<file path="src/rtl/proc_fetch.sv">
// proc_fetch: fetch-stage datapath slice of the TinyRV1 five-stage pipeline.
// Holds pc_F, selects the next PC from the controller's pc select, issues
// the instruction-memory request and captures the response and PC into the
// F/D pipeline register. No FSM; the controller owns validity (val_D).
//
// Ports:
//   clk, rst            clock, synchronous active-high reset
//   c2d_reg_en_F        PC register enable (0 = stall F)
//   c2d_pc_sel_F        next PC: 0 pc_F+4, 1 btarg_X, 2 jtarg_D, 3 jr_targ_D
//   c2d_reg_en_D        F/D register enable (0 = stall D)
//   c2d_imemreq_val     controller fetch request valid
//   btarg_X, jtarg_D, jr_targ_D   redirect targets
//   imemreq_val/addr    instruction-memory request
//   imemresp_data       same-cycle combinational read of imemreq_addr
//   d2c_inst, pc_D, pc_plus4_D    D-stage instruction, PC and link value
//
// Optional build macro PROC_FETCH_PERF_EN adds perf_fetch_cnt and
// perf_redirect_cnt, 32-bit saturating event counters.
module proc_fetch #(
  parameter logic [31:0] RESET_PC = 32'h00000200,
  parameter logic [31:0] NOP_INST = 32'h00000013
) (
  input  logic        clk,
  input  logic        rst,
  input  logic        c2d_reg_en_F,
  input  logic [1:0]  c2d_pc_sel_F,
  input  logic        c2d_reg_en_D,
  input  logic        c2d_imemreq_val,
  input  logic [31:0] btarg_X,
  input  logic [31:0] jtarg_D,
  input  logic [31:0] jr_targ_D,
  output logic        imemreq_val,
  output logic [31:0] imemreq_addr,
  input  logic [31:0] imemresp_data,
  output logic [31:0] d2c_inst,
  output logic [31:0] pc_D,
`ifdef PROC_FETCH_PERF_EN
  output logic [31:0] pc_plus4_D,
  output logic [31:0] perf_fetch_cnt,
  output logic [31:0] perf_redirect_cnt
`else
  output logic [31:0] pc_plus4_D
`endif
);

  logic [31:0] pc_F;
  logic [31:0] pc_next;
  logic [31:0] inst_D;
  logic [31:0] pc_D_q;

  always_comb begin
    pc_next = pc_F + 32'd4;
    unique case (c2d_pc_sel_F)
      2'd0: pc_next = pc_F + 32'd4;
      2'd1: pc_next = btarg_X;
      2'd2: pc_next = jtarg_D;
      2'd3: pc_next = {jr_targ_D[31:2], 2'b00};
      default: pc_next = pc_F + 32'd4;
    endcase
  end

  // A redirect arriving while F is stalled is dropped; the controller re-presents it.
  always_ff @(posedge clk) begin
    if (rst) begin
      pc_F <= RESET_PC;
    end else if (c2d_reg_en_F) begin
      pc_F <= pc_next;
    end
  end

  // F/D capture ignores imemreq_val; squashed words are masked by val_D upstream.
  always_ff @(posedge clk) begin
    if (rst) begin
      inst_D <= NOP_INST;
      pc_D_q <= RESET_PC;
    end else if (c2d_reg_en_D) begin
      inst_D <= imemresp_data;
      pc_D_q <= pc_F;
    end
  end

  assign imemreq_addr = pc_F;
  assign imemreq_val  = c2d_imemreq_val & ~rst;
  assign d2c_inst     = inst_D;
  assign pc_D         = pc_D_q;
  assign pc_plus4_D   = pc_D_q + 32'd4;

`ifdef PROC_FETCH_PERF_EN
  logic [31:0] fetch_cnt;
  logic [31:0] redirect_cnt;

  always_ff @(posedge clk) begin
    if (rst) begin
      fetch_cnt    <= '0;
      redirect_cnt <= '0;
    end else begin
      if (imemreq_val && c2d_reg_en_F && (fetch_cnt != '1))
        fetch_cnt <= fetch_cnt + 32'd1;
      if (c2d_reg_en_F && (c2d_pc_sel_F != 2'd0) && (redirect_cnt != '1))
        redirect_cnt <= redirect_cnt + 32'd1;
    end
  end

  assign perf_fetch_cnt    = fetch_cnt;
  assign perf_redirect_cnt = redirect_cnt;
`endif

endmodule

</file>
<file path="config.mk">
export PLATFORM = sky130hd
export DESIGN_NAME = proc_fetch
export DESIGN_NICKNAME = d
export VERILOG_FILES = /design/src/rtl/proc_fetch.sv
export SDC_FILE = /design/constraint.sdc
export NUM_CORES = 1
export LEC_CHECK = 0
export ABC_AREA = 1
export CAP_MARGIN = 20
export CORE_MARGIN = 8
export CORE_UTILIZATION = 38
export CTS_CLUSTER_DIAMETER = 150
export CTS_CLUSTER_SIZE = 25
export DETAILED_ROUTE_END_ITERATION = 10
export PLACE_DENSITY = 0.84
export SLEW_MARGIN = 20
export SYNTH_ARGS = -nofsm -noshare
export SYNTH_HDL_FRONTEND = slang
export SYNTH_SLANG_ARGS = --single-unit
</file>
<file path="constraint.sdc">
create_clock -name clk -period 1.6 [get_ports clk]
set_clock_uncertainty 0.1 [all_clocks]
set_input_delay 0.32 -clock clk [delete_from_list [all_inputs] [get_ports clk]]
set_output_delay 0.32 -clock clk [all_outputs]
set_load 0.02 [all_outputs]
</file>
==> impl_metrics.py <==
metrics = {
    "synthesis": {
        "synth_compound_area_share_pct": 19.1,
        "synthAdderAreaFrac_pct": 0.451,
        "synth.distinct_cells": 34,
        "synth.net_count": 990,
        "synthMuxAreaShare_pct": 0,
        "avgSynthCellArea_um2": 6.50,
        "yosys-top-cells-area": "dfxtp_1 35%, nand2_1 15%, o21ai_0 8.6%",
        "netlist_instances": 853,
        "yosys.area.top_type": "dfxtp_1",
        "yosys.area_share.xor_xnor_pct": 5.37,
        "yosysWarnings": 0,
        "syn-cell-area_um2": 5540,
        "synth_simple_gate_area_share_pct": 33.3,
        "ys_seq_area_share_pct": 34.7,
        "synth_top_area_share_pct": 34.7,
        "synth-seq-cells": 96,
        "synth_top_family_by_area": "simple AND/OR/NAND/NOR gates",
    },
    "worst_setup_path": {
        "cp_slowest_cell": "dfxtp_4",
        "crit_path_cell_trace": "buf_6, nand2_4, nor2_4, nand2_2, nor2_4, nand4_1, xnor2_2, buf_4",
        "crit_required_ns": 1.18,
        "max_stage_delay_ns": 0.37,
        "path_class": "reg2out",
        "path_common_cell": "nor2_4",
        "end_kind": "output pin",
        "cp_data_arrival_time_ns": 1.88,
        "start_kind": "register",
        "crit_fanout": 4,
    },
    "run_status": {
        "status": "finished, violations left",
        "violations": "negative setup slack",
    },
    "cts": {
        "clock-sinks": 96,
        "clk_pin_slew_ns": 0.07,
        "cts_tree": "built",
        "root_buffer": "clkbuf_16",
        "cts_max_level": 3,
        "cts_max_path_buffers": 2,
        "clk_latency_ns": 0.34,
        "numCtsBuffers": 9,
    },
    "timing": {
        "fin_ws_ns": -0.700,
        "worst_pin_slew_ns": 0.411,
        "period_share_pct": 144,
        "hold_viol": 0,
        "layout_min_cycle_time_ns": 2.30,
        "clock.fmax_ghz": 0.435,
        "worst_slew_margin_rel_pct": 72.4,
        "drv_slew": 0,
        "grt_setup_unrepaired": "true",
        "setup_viol": 30,
    },
    "placement": {
        "place_inst": 1380,
        "hpwl_um": 18400,
        "place_area_um2": 9550,
        "gp_congestion": 0.916,
        "port_buffers": 261,
    },
    "layout": {
        "num-fill-cells": 1089,
        "drive_gt1_share_pct": 31.7,
        "num_antenna_cells": 0,
        "multiInputGateArea_um2": 3850,
        "regArea_um2": 2030,
        "fin_area_um2": 10300,
        "area_delta_synth_final_pct": 86.2,
        "layoutNonFillerInstCount": 1415,
        "nets": 1363,
    },
    "routing": {
        "drt_first_pass_iters": 5,
        "wirelength_um": 24900,
        "vias_per_cell": 5.17,
        "antenna_left": 0,
        "drc": 0,
        "drtIter0Drc": 613,
        "dr_total_vias": 7318,
        "wl_per_cell_um": 17.6,
    },
    "global_routing": {
        "antenna_found_initial": 0,
        "grt_pass1_vias": 7110,
        "grt_pass1_wl_um": 36100,
        "grt_overflow": 0,
        "gr-usage-all-layers_pct": 24.2,
        "grt_max_degree": 45,
    },
    "power_and_ir_drop": {
        "p_seq_share_pct": 39.5,
        "power_frac_comb_pct": 29.7,
        "p_per_area_nw_per_um2": 673,
        "internal_power_uw": 4660,
        "peakVddDrop_uv": 609,
        "power.leakage_uw": 0.00470,
        "power_switching_uw": 2290,
        "swShare_pct": 32.9,
        "p_clk_share_pct": 30.8,
    },
    "die": {
        "start_util_pct": 38.6,
        "num_rows": 44,
        "die_w_um": 137,
        "die_h_um": 137,
        "coreArea_um2": 14400,
        "ios": 264,
        "design.die.area_um2": 18700,
    },
    "flow_run": {
        "cap_violations": 0,
    },
    "hold_path": {
        "hold_class": "in2reg",
    },
}
cell type report:
cell class                      instances  share of cell area, %
Multi-Input combinational cell        658                   37.3
Timing Repair Buffer                  404                   35.8
Sequential cell                        96                   19.7
Tap cell                              184                   2.23
Inverter                               57                   2.21
Clock buffer                            9                   2.18
Clock inverter                          7                  0.643
logic make-up (layout without fill, tap and decap cells):
family / count (synthesis) / count (layout)
flops: 96 / 96
xor+xnor: 34 / 34
fa+ha+maj: 2 / 2
simple gates: 427 / 427
compound gates: 195 / 195
buf+inv: 99 / 477
Yosys cell counts:
library cell / instances
a211oi_1: 19
a21oi_1: 66
a221oi_1: 3
a31oi_1: 4
and2_1: 2
and3_1: 1
buf_2: 13
buf_4: 2
clkbuf_1: 27
dfxtp_1: 96
ha_1: 2
inv_1: 54
inv_2: 3
nand2_1: 226
nand2_2: 6
nand2_4: 3
nand3_1: 25
nand3_2: 3
nand3b_1: 1
nand4_1: 7
nor2_1: 124
nor2_2: 7
nor2_4: 10
nor3_1: 7
nor3_2: 3
nor3b_1: 1
nor4_1: 1
o211ai_1: 3
o21a_1: 1
o21ai_0: 95
o221ai_1: 1
o22ai_1: 3
xnor2_1: 13
xor2_1: 21
worst max-delay path, delay by kind of cell, from the launching register on:
kind | cells | cell delay (ns)
buffers and inverters | 2 | 0.27
and+or+nand+nor | 5 | 0.70
DFF | 1 | 0.37
xor gates and xnor gates | 1 | 0.19
repair_timing:
action / in CTS / in global routing
gates resized for setup: 353 / 117
setup buffers: 9 / 13
pin swaps: 33 / 33
hold buffers: 0 / 0
setup endpoints to repair: 137 / 84
hold endpoints to repair: 0 / 0
sequential cells by signal (all words and copies together), names as in the netlist:
signal / flops
imemreq_addr: 32
pc_D: 32
d2c_inst: 32
path summary, 6_finish.rpt:
kind | startpoint | endpoint | slack (ns) | cells past startpoint
hold reg to reg | d2c_inst[4]$_SDFFE_PP1P_ | d2c_inst[4]$_SDFFE_PP1P_ | 0.36 | 2
setup / recovery | pc_D[8]$_SDFFE_PP0P_ | pc_plus4_D[21] | -0.70 | 8
setup reg to reg | imemreq_addr[3]$_SDFFE_PP0P_ | imemreq_addr[10]$_SDFFE_PP0P_ | -0.04 | 9
hold / removal | c2d_reg_en_D | pc_D[18]$_SDFFE_PP0P_ | 0.31 | 3
routing by layer:
metal | GRT usage (%) | wire [um] | part of all wire, % | vias to the layer above
met5 | 0 | 0 | 0 | -
li1 | - | - | - | 3528
met1 | 29.0 | 9680 | 39 | 3340
met3 | 5.98 | 2120 | 8.5 | 60
met4 | 7.12 | 643 | 2.6 | 0
met2 | 41.7 | 12400 | 50 | 390
power by group through the flow:
| stage | logic, uW | clock network (uW) | registers [uW] |
|---|---|---|---|
| after floorplan | 613 | 0 | 2990 |
| after global placement | 2040 | 0 | 2760 |
| after detailed placement | 2060 | 0 | 2770 |
| after CTS | 1990 | 2180 | 2720 |
| after global routing | 2200 | 2260 | 2760 |
| final | 2060 | 2140 | 2740 |
metrics by stage:
step | power [uW] | hold slack [ns] | TNS (ns) | util [%] | worst slack, ns
after floorplan | 3600 | 0.316 | -2.29 | - | -0.203
after global placement | 4800 | 0.338 | -25.60 | 66.5 | -0.696
after detailed placement | 4840 | 0.352 | -27.92 | 66.5 | -0.753
after CTS | 6890 | 0.300 | -13.53 | 69.7 | -0.596
after global routing | 7230 | 0.332 | -17.01 | 71.8 | -0.766
final | 6950 | 0.307 | -14.84 | 71.8 | -0.700
cells in the final DEF (no fill, tap or decap), drive strengths merged, types with 28 or more instances in the layout:
| master | Yosys | layout |
|---|---|---|
| nand2 | 235 | 235 |
| nor2 | 141 | 141 |
| a21oi | 66 | 66 |
| buf | 15 | 180 |
| dfxtp | 96 | 96 |
| inv | 57 | 62 |
| clkdlybuf4s50 | 0 | 129 |
| nand3 | 28 | 28 |
| dlygate4sd2 | 0 | 59 |
| o21ai | 95 | 95 |
Note: power is estimated with default switching activity, not from simulation.
